**config.mk**
```make
export PLATFORM = sky130hd
export DESIGN_NAME = mem_bus_responder_flat
export DESIGN_NICKNAME = d
export VERILOG_FILES = /design/src/rtl/mem_bus_responder_if.sv /design/src/rtl/mem_bus_responder.sv /design/src/flat_wrapper.sv
export SDC_FILE = /design/constraint.sdc
export NUM_CORES = 1
export LEC_CHECK = 0
export CAP_MARGIN = 10
export CORE_ASPECT_RATIO = 1.4
export CORE_MARGIN = 1
export CORE_UTILIZATION = 40
export DETAILED_ROUTE_END_ITERATION = 7
export PLACE_DENSITY = 0.82
export RECOVER_POWER = 100
export SLEW_MARGIN = 20
export SYNTH_ARGS = -nofsm -noshare
export SYNTH_HDL_FRONTEND = slang
export SYNTH_SLANG_ARGS = --single-unit
```
**constraint.sdc**
```tcl
create_clock -name clk -period 1.4 [get_ports clk]
set_input_delay 0.21 -clock clk [delete_from_list [all_inputs] [get_ports clk]]
set_output_delay 0.21 -clock clk [all_outputs]
set_load 0.1 [all_outputs]
```
**src/rtl/mem_bus_responder_if.sv**
```systemverilog
// Bus bundle between the multiplexed core bus, the responder and the memory.
// The slave modport is the responder's view; the master modport is the
// view of whatever drives the core bus and models the memory.
interface mem_bus_responder_if #(
  parameter int OVR_CNT_W = 8
);
  // core side
  logic [7:0]           bus_ab;
  logic [7:0]           bus_d;
  logic [7:0]           bus_q;
  logic                 phase;
  // memory side
  logic                 mem_req;
  logic                 mem_we;
  logic [15:0]          mem_addr;
  logic [7:0]           mem_wdata;
  logic [7:0]           mem_rdata;
  logic                 mem_ack;
  // status
  logic                 overrun;
  logic [OVR_CNT_W-1:0] drop_cnt;

  modport slave (
    input  bus_ab, bus_d, mem_rdata, mem_ack,
    output bus_q, phase, mem_req, mem_we, mem_addr, mem_wdata, overrun, drop_cnt
  );

  modport master (
    output bus_ab, bus_d, mem_rdata, mem_ack,
    input  bus_q, phase, mem_req, mem_we, mem_addr, mem_wdata, overrun, drop_cnt
  );
endinterface

```
**src/rtl/mem_bus_responder.sv**
```systemverilog
// Memory bus responder: assembles a two-phase multiplexed core frame
// (HI: address high + write data, LO: address low + rw) into a single
// memory request, returns read data on bus_q, and counts frames that
// arrive while a request is still outstanding.
module mem_bus_responder #(
  parameter int OVR_CNT_W = 8
) (
  input  logic                 clk,
  input  logic                 rst_n,
  mem_bus_responder_if.slave   bus
);

  typedef enum logic {
    IDLE = 1'b0,
    BUSY = 1'b1
  } state_t;

  state_t               state_q, state_d;
  logic                 phase_q, phase_d;
  logic [7:0]           addr_hi_q, addr_hi_d;
  logic [7:0]           wdata_hold_q, wdata_hold_d;
  logic                 mem_req_q, mem_req_d;
  logic                 mem_we_q, mem_we_d;
  logic [15:0]          mem_addr_q, mem_addr_d;
  logic [7:0]           mem_wdata_q, mem_wdata_d;
  logic [7:0]           bus_q_q, bus_q_d;
  logic                 overrun_q, overrun_d;
  logic [OVR_CNT_W-1:0] drop_cnt_q, drop_cnt_d;

  // A frame completes on every LO-phase edge; its low address byte and rw
  // bit are taken straight off the bus on that edge.
  logic        frame_done;
  logic [15:0] frame_addr;
  logic        frame_is_read;
  logic        ack_taken;
  logic        load_req;

  assign frame_done    = phase_q;
  assign frame_addr    = {addr_hi_q, bus.bus_ab};
  assign frame_is_read = bus.bus_d[0];
  assign ack_taken     = (state_q == BUSY) && bus.mem_ack;

  // Next-state and output computation: frame capture, FSM, read return, drops.
  always_comb begin
    state_d      = state_q;
    phase_d      = ~phase_q;
    addr_hi_d    = addr_hi_q;
    wdata_hold_d = wdata_hold_q;
    mem_req_d    = mem_req_q;
    mem_we_d     = mem_we_q;
    mem_addr_d   = mem_addr_q;
    mem_wdata_d  = mem_wdata_q;
    bus_q_d      = bus_q_q;
    overrun_d    = overrun_q;
    drop_cnt_d   = drop_cnt_q;
    load_req     = 1'b0;

    if (!phase_q) begin
      addr_hi_d    = bus.bus_ab;
      wdata_hold_d = bus.bus_d;
    end

    // Read data is returned only for an acknowledged outstanding read;
    // acks while idle are spurious and ignored.
    if (ack_taken && !mem_we_q) begin
      bus_q_d = bus.mem_rdata;
    end

    case (state_q)
      IDLE: begin
        if (frame_done) begin
          load_req = 1'b1;
          state_d  = BUSY;
        end
      end
      BUSY: begin
        if (bus.mem_ack) begin
          if (frame_done) begin
            // old request retires and the new frame takes its place
            load_req = 1'b1;
          end else begin
            state_d   = IDLE;
            mem_req_d = 1'b0;
          end
        end else if (frame_done) begin
          // request still outstanding: drop the new frame
          overrun_d = 1'b1;
          if (drop_cnt_q != {OVR_CNT_W{1'b1}}) begin
            drop_cnt_d = drop_cnt_q + 1'b1;
          end
        end
      end
      default: state_d = IDLE;
    endcase

    if (load_req) begin
      mem_req_d   = 1'b1;
      mem_addr_d  = frame_addr;
      mem_we_d    = ~frame_is_read;
      mem_wdata_d = wdata_hold_q;
    end
  end

  // State register with synchronous active-low reset.
  always_ff @(posedge clk) begin
    if (!rst_n) begin
      state_q      <= IDLE;
      phase_q      <= 1'b0;
      addr_hi_q    <= '0;
      wdata_hold_q <= '0;
      mem_req_q    <= 1'b0;
      mem_we_q     <= 1'b0;
      mem_addr_q   <= '0;
      mem_wdata_q  <= '0;
      bus_q_q      <= '0;
      overrun_q    <= 1'b0;
      drop_cnt_q   <= '0;
    end else begin
      state_q      <= state_d;
      phase_q      <= phase_d;
      addr_hi_q    <= addr_hi_d;
      wdata_hold_q <= wdata_hold_d;
      mem_req_q    <= mem_req_d;
      mem_we_q     <= mem_we_d;
      mem_addr_q   <= mem_addr_d;
      mem_wdata_q  <= mem_wdata_d;
      bus_q_q      <= bus_q_d;
      overrun_q    <= overrun_d;
      drop_cnt_q   <= drop_cnt_d;
    end
  end

  assign bus.phase     = phase_q;
  assign bus.mem_req   = mem_req_q;
  assign bus.mem_we    = mem_we_q;
  assign bus.mem_addr  = mem_addr_q;
  assign bus.mem_wdata = mem_wdata_q;
  assign bus.bus_q     = bus_q_q;
  assign bus.overrun   = overrun_q;
  assign bus.drop_cnt  = drop_cnt_q;

endmodule

```
**src/flat_wrapper.sv**
```systemverilog
// flat-port wrapper written by rule: the top's interface ports become plain ports
module mem_bus_responder_flat 
#(
  parameter int OVR_CNT_W = 8
)
  (clk, rst_n, bus_bus_ab, bus_bus_d, bus_mem_rdata, bus_mem_ack, bus_bus_q, bus_phase, bus_mem_req, bus_mem_we, bus_mem_addr, bus_mem_wdata, bus_overrun, bus_drop_cnt);
  mem_bus_responder_if #(.OVR_CNT_W(OVR_CNT_W)) bus_i ();
  input  logic clk;
  input  logic rst_n;
  input wire logic [$bits(bus_i.bus_ab)-1:0] bus_bus_ab;
  input wire logic [$bits(bus_i.bus_d)-1:0] bus_bus_d;
  input wire logic [$bits(bus_i.mem_rdata)-1:0] bus_mem_rdata;
  input wire logic [$bits(bus_i.mem_ack)-1:0] bus_mem_ack;
  output wire logic [$bits(bus_i.bus_q)-1:0] bus_bus_q;
  output wire logic [$bits(bus_i.phase)-1:0] bus_phase;
  output wire logic [$bits(bus_i.mem_req)-1:0] bus_mem_req;
  output wire logic [$bits(bus_i.mem_we)-1:0] bus_mem_we;
  output wire logic [$bits(bus_i.mem_addr)-1:0] bus_mem_addr;
  output wire logic [$bits(bus_i.mem_wdata)-1:0] bus_mem_wdata;
  output wire logic [$bits(bus_i.overrun)-1:0] bus_overrun;
  output wire logic [$bits(bus_i.drop_cnt)-1:0] bus_drop_cnt;
  assign bus_i.bus_ab = bus_bus_ab;
  assign bus_i.bus_d = bus_bus_d;
  assign bus_i.mem_rdata = bus_mem_rdata;
  assign bus_i.mem_ack = bus_mem_ack;
  assign bus_bus_q = bus_i.bus_q;
  assign bus_phase = bus_i.phase;
  assign bus_mem_req = bus_i.mem_req;
  assign bus_mem_we = bus_i.mem_we;
  assign bus_mem_addr = bus_i.mem_addr;
  assign bus_mem_wdata = bus_i.mem_wdata;
  assign bus_overrun = bus_i.overrun;
  assign bus_drop_cnt = bus_i.drop_cnt;
  mem_bus_responder #(.OVR_CNT_W(OVR_CNT_W)) u_core (.clk(clk), .rst_n(rst_n), .bus(bus_i));
endmodule
```
=== Word level (Yosys, flattened, before mapping) ===
Index checks and enable logic that the tools add are counted.

* Output and inout bits: 44
* Register bits after elaboration: 61
* ROM bits: 0
* Word-level logic and storage cells: 35
* RAM bits: 0
* Latch bits: 0
* Memories: 0

* Add/subtract/negate cells: 1
* Eq/ne operators: 2
* Reductions and logical operators: 8
* Div/mod/pow operators: 0
* Shift operators: 0
* Bitwise logic cells: 4
* Multipliers: 0
* Mux-type cells: 9
* Magnitude comparators: 0

{| class="wikitable"
|+ Operators by type and width
! operator !! count
|-
| $add A8 B1 Y8 const B || 1
|-
| $ne A8 B8 Y1 const B || 1
|-
| $mux W1 || 7
|-
| $reduce_and A3 Y1 || 2
|-
| $not A1 Y1 || 4
|-
| $pmux W1 S2 || 2
|-
| $reduce_and A4 Y1 || 1
|-
| $reduce_bool A2 Y1 || 2
|-
| $logic_and A1 B1 Y1 || 2
|-
| $ne A2 B2 Y1 const B || 1
|-
| $logic_not A1 Y1 || 1
|}

=== Depth between registers and ports, before layout ===
* Depth in word-level cells: 5
* Gate-level depth with buffers: 6
* Depth with buffers taken out: 5

=== Worst setup path after synthesis ===
No wires, ideal clock.

* Kind: reg-to-reg
* Start: reg u_core.drop_cnt_q[0], in the netlist u_core.bus.drop_cnt[0]
* End: reg u_core.drop_cnt_q[1], in the netlist u_core.bus.drop_cnt[1]
* Cell stages (with the launch flop): 6
* Period minus slack after synthesis: 2.222 ns
* Library setup time: 0.128 ns
* Slack: -0.822 ns
* Arrival: 2.094 ns
* Required time: 1.272 ns
* Cells stage by stage: dfxtp_1 > ha_1 > nand4_1 > o21ai_2 > mux2i_1 > nor2_1

* Cells in the longest elaborated chain, start to end: 2
* Elaborated cells between the ends (all ways): 3
* Those cells by class: 1 x add/sub; 1 x eq/ne; 1 x reduce/logical

{| class="wikitable"
|+ Ends and longest elaborated chain
! element !! RTL line !! source
|-
| start, declared || mem_bus_responder.sv:28 || <nowiki>logic [OVR_CNT_W-1:0] drop_cnt_q, drop_cnt_d;</nowiki>
|-
| start signal, assigned || mem_bus_responder.sv:129 || <nowiki>drop_cnt_q <= drop_cnt_d;</nowiki>
|-
| branches (longest 2 deep; another with $add A8 B1 Y8) || - ||
|}

Parallel ways; which one is timed is not known.
A chain may end at the register's enable or synchronous reset.

=== Worst setup path in the final report ===
* Start: reg u_core.drop_cnt_q[0], in the netlist u_core.bus.drop_cnt[0]
* End: reg u_core.drop_cnt_q[7], in the netlist u_core.bus.drop_cnt[7]

The elaborated chain is that of the path after synthesis.

==> metrics.sh <==
CTS_TREE='yes'
FINAL_NUMBER_OF_SETUP_VIOLATING_ENDPOINTS=5
CLOCK_PATH_BUFFERS=2
MAX-VDD-IR-DROP_V=0.000753
SYNTH_CELLS=245
MULTIINPUTGATEAREA_SQ_UM=955
ANTENNA_CELLS_INSERTED=0
LAYOUT-DRIVE-GT1-SHARE_PCT=29.1
START_KIND='flip-flop'
SYNTH_TOP_CELL_AREA_SHARE_PCT=55.5
HOLDBUFCOUNTCTS=0
DETAIL_ROUTE.VIAS_PER_CELL=4.90
WORST_PIN_SLEW_NS=0.247
FINAL_MAX_SLEW_VIOL_COUNT=0
HTREE_LEVELS=3
PRE_CTS_SLACK_NS=-0.294
WORST_HOLD_PATH.ENDPOINT='u_core.bus.mem_addr[4]$_SDFFE_PN0P_'
GRT_PASS1_VIAS=2087
VIOLATIONS='setup timing'
CATEGORY_OF_THE_CRITICAL_SETUP_TIMING_PATH='flip-flop to flip-flop'
NUM-NETS-FINAL=361
AREA_OVERHEAD_OF_THE_LAYOUT_RELATIVE_TO_SYNTHESIS_PCT=74.2
REGTOREGSTARTPOINT='u_core.bus.drop_cnt[0]$_SDFFE_PN0P_'
FINAL.FILL_COUNT=367
ANT_NETS=0
RUN_STATUS='finished with violations'
WORST_EP_ARRIVAL_TIME_NS=1.71
GR-TOTAL-OVERFLOW=0
HPWL_MICRONS=3870
NUMBER_OF_ANTENNA_VIOLATIONS_AT_THE_FIRST_CHECK_IN_GLOBAL_ROUTING=0
SLOWEST_DELAY_NS=0.49
HOLD_VIOLATIONS_FINAL=0
START_UTIL_PCT=42.0
FMAXACHIEVABLE_MHz=692
SYNTH.CELL_AREA_SQ_MM=0.00220
PLACE.GP.CONGESTION=0.779
NETLIST_TOP_CELLS_AREA='sky130_fd_sc_hd__dfxtp_1 56%, sky130_fd_sc_hd__mux2i_1 11%, sky130_fd_sc_hd__nand2_1 8.9%'
RSZ0062_AT_GRT='yes'
COUNT_OF_BUFFERS_FROM_PORT_BUFFERING=70
REGTOREGSETUPSLACK_NS=-0.04
TNS_NS=-0.109
PATH_CLK_SLEW_NS=0.07
LAYOUT.CELL_AREA.NON_FILLER_SQ_MM=0.00383
CLKSINKCOUNT=61
VIA_COUNT=1974
WIRE_LENGTH_PER_CELL_MICRONS=13.5
ROW_COUNT=31
WORST_PATH_MAX_DELAY_CELL='sky130_fd_sc_hd__or4_1'
POSTLAYOUTSETUPSLACKWORST_NS=-0.0444
DRT_PASS1_ITERATIONS=4
SYNTH.DISTINCT_CELLS=29
YOSYS_WARNINGS=0
TIMING.CLOCK.SKEW_NS=0.00685
MIN_PATH_TYPE='input port to flip-flop'
TRACK_USAGE_PCT=21.0
DIE_W_MICRONS=64.7
AVGSYNTHCELLAREA_SQ_UM=8.98
POWER_DENSITY_mW_PER_MM2=1090
SEQUENTIAL_CELL_AREA_SQ_MM=0.00126
CTS_BUFFERS=9
CELLS_TRAVERSED_ALONG_THE_WORST_TIMING_PATH='ha_4 -> nand4_1 -> o21ai_4 -> or4_1 -> a21oi_2'
TIMING.MAX_SLEW.REL_SLACK_PCT=83.5
YOSYS.AREA.TOP_TYPE='sky130_fd_sc_hd__dfxtp_1'
NUMBER_OF_PLACED_CELLS_COUNTING_WELL_TAPS=385
SYNTH.MOST_COMMON_CELL='sky130_fd_sc_hd__dfxtp_1'
DIE_H_MICRONS=89.7
PLACEABLE_CORE_AREA_SQ_MM=0.00524
FINAL_PERIOD_MINUS_WORST_SETUP_SLACK_NS=1.44
FINALCOREUTILIZATION_PCT=73.2
WORST-R2R-CELL-COUNT=5
CRIT-REG2REG-CAPTURE='u_core.bus.drop_cnt[7]$_SDFFE_PN0P_'
ASYNC_RESET_FF_SHARE_PCT=0
GRT_FIRST_PASS_WIRELENGTH_MICRONS=9340
DIE-AREA_SQ_MM=0.00580
MAX-CAP-VIOLATIONS=0
DR.FIRST_ITER.DRC_COUNT=46
TOTALWIRELENGTH_MICRONS=5460
FINAL-INSTANCE-COUNT-EXCL-FILL=403
TIMING.CRITICAL_PATH.TO_TYPE='flip-flop'
DRC=0
POST-ROUTE-PERIOD-UTIL_PCT=103
CRITICAL_PATH_REQUIRED_NS=1.67
HOLD_PATH_STARTPOINT='bus_bus_ab[4]'
CLOCK_LATENCY_NS=0.33
SYNTHESIS.NETS=273
SYNTH_TOP_FLOP_CELL='sky130_fd_sc_hd__dfxtp_1'
WORST_HOLD_PATH.NUM_CELLS=3
SYNTH_SEQUENTIAL_AREA_RATIO_PCT=55.5
YOSYS_REGISTER_BITS=61
GRT_START_MAX_NET_PINS=37
PATH_MAX_FANOUT=2
DESIGN.PORTCOUNT=71
PLACE_AREA_SQ_MM=0.00357
LEAKAGE_nW=1.54
SYNTH.TOP_CELLS.BY_COUNT='61 x sky130_fd_sc_hd__dfxtp_1, 52 x sky130_fd_sc_hd__nand2_1, 34 x sky130_fd_sc_hd__nor2_1'
TOTALPOWERFINAL_mW=4.18
SYNTH_ENABLE_FLOP_CELLS=0
CLOCK_TREE.ROOT_CELL='sky130_fd_sc_hd__clkbuf_8'
HOLD_SLACK_FINAL_NS=0.450
==> worst max-delay path, delay by kind of cell (launching register included) <==
family	cells	cell delay, ns
AND/OR/NAND/NOR	2	0.66
flip-flops	1	0.35
AO/OA/AOI/OAI	2	0.21
adder cells (fa/ha/maj)	1	0.15
==> flip-flops by register name, indices dropped and copies added (netlist names) <==
signal and cells:
u_core.addr_hi_q 8, u_core.bus.bus_q 8, u_core.bus.drop_cnt 8, u_core.bus.mem_addr 16
u_core.bus.mem_req 1, u_core.bus.mem_wdata 8, u_core.bus.mem_we 1, u_core.bus.overrun 1
u_core.bus.phase 1, u_core.state_q 1, u_core.wdata_hold_q 8
==> area by class of cell <==
type                    instances  area share, %
clock buffers                  12           4.60
repair buffers                 91           34.7
multi-input cells             167           24.9
clock inverters                 3          0.457
flip-flops and latches         61           32.9
well taps                      66           2.16
inverters                       3          0.294
==> worst max-delay path by stage <==
| stage | start | endpoint | slack [ns] |
|---|---|---|---|
| CTS | u_core.bus.drop_cnt[1]$_SDFFE_PN0P_ | u_core.bus.drop_cnt[1]$_SDFFE_PN0P_ | -0.03 |
| finish | u_core.bus.drop_cnt[0]$_SDFFE_PN0P_ | u_core.bus.drop_cnt[7]$_SDFFE_PN0P_ | -0.04 |
| global placement | bus_mem_ack | u_core.bus.drop_cnt[7]$_SDFFE_PN0P_ | -0.23 |
| floorplan | u_core.bus.phase$_SDFF_PN0_ | u_core.bus.drop_cnt[7]$_SDFFE_PN0P_ | -0.16 |
| global route | u_core.bus.drop_cnt[1]$_SDFFE_PN0P_ | u_core.bus.drop_cnt[1]$_SDFFE_PN0P_ | -0.11 |
| detailed placement | bus_mem_ack | u_core.bus.drop_cnt[3]$_SDFFE_PN0P_ | -0.29 |
==> power by group <==
part	internal [mW]	switching (mW)	total, mW
registers	1.80	0.0679	1.87
logic	0.337	0.509	0.846
clock network	0.830	0.637	1.47
total	2.97	1.21	4.18
==> layout by cell type, fill, tap and decap left out, types with 2 or more instances in the layout <==
| cell | netlist | layout |
|---|---|---|
| sky130_fd_sc_hd__inv_1 | 2 | 2 |
| sky130_fd_sc_hd__nand3_1 | 4 | 3 |
| sky130_fd_sc_hd__clkdlybuf4s50_1 | 0 | 26 |
| sky130_fd_sc_hd__clkbuf_8 | 0 | 11 |
| sky130_fd_sc_hd__nor2_1 | 34 | 34 |
| sky130_fd_sc_hd__xor2_1 | 3 | 3 |
| sky130_fd_sc_hd__buf_12 | 0 | 45 |
| sky130_fd_sc_hd__buf_6 | 0 | 3 |
| sky130_fd_sc_hd__clkinv_2 | 0 | 2 |
| sky130_fd_sc_hd__dfxtp_1 | 61 | 51 |
| sky130_fd_sc_hd__nand2_1 | 52 | 52 |
| sky130_fd_sc_hd__a21oi_1 | 29 | 28 |
| sky130_fd_sc_hd__or3_1 | 2 | 2 |
| sky130_fd_sc_hd__buf_4 | 0 | 16 |
| sky130_fd_sc_hd__o21ai_0 | 3 | 3 |
| sky130_fd_sc_hd__dfxtp_4 | 0 | 10 |
| sky130_fd_sc_hd__mux2i_1 | 25 | 25 |
==> logic make-up after synthesis <==
logic type	synth area share, %
buffers and inverters	3.13
muxes	11.4
xor gates and xnor gates	1.19
AOI/OAI and AO/OA	9.04
adders and majority gates	0.569
and+or+nand+nor	19.2
DFF	55.5
==> layer usage <==
layer / GRT usage [%] / wire length (microns) / part of all wire (%)
met1: 22.1 / 2080 / 38
met2: 36.9 / 3000 / 55
met3: 7.11 / 237 / 4.3
met4: 9.07 / 138 / 2.5
met5: 0 / 0 / 0
==> timing repair <==
| action | CTS | global route |
|---|---|---|
| setup endpoints to repair | 6 | 10 |
| resized for setup | 5 | 5 |
| pin swaps | 2 | 9 |
| cloned | 0 | 0 |
| buffers inserted | 2 | 1 |
(Power assumes the default switching activity.)
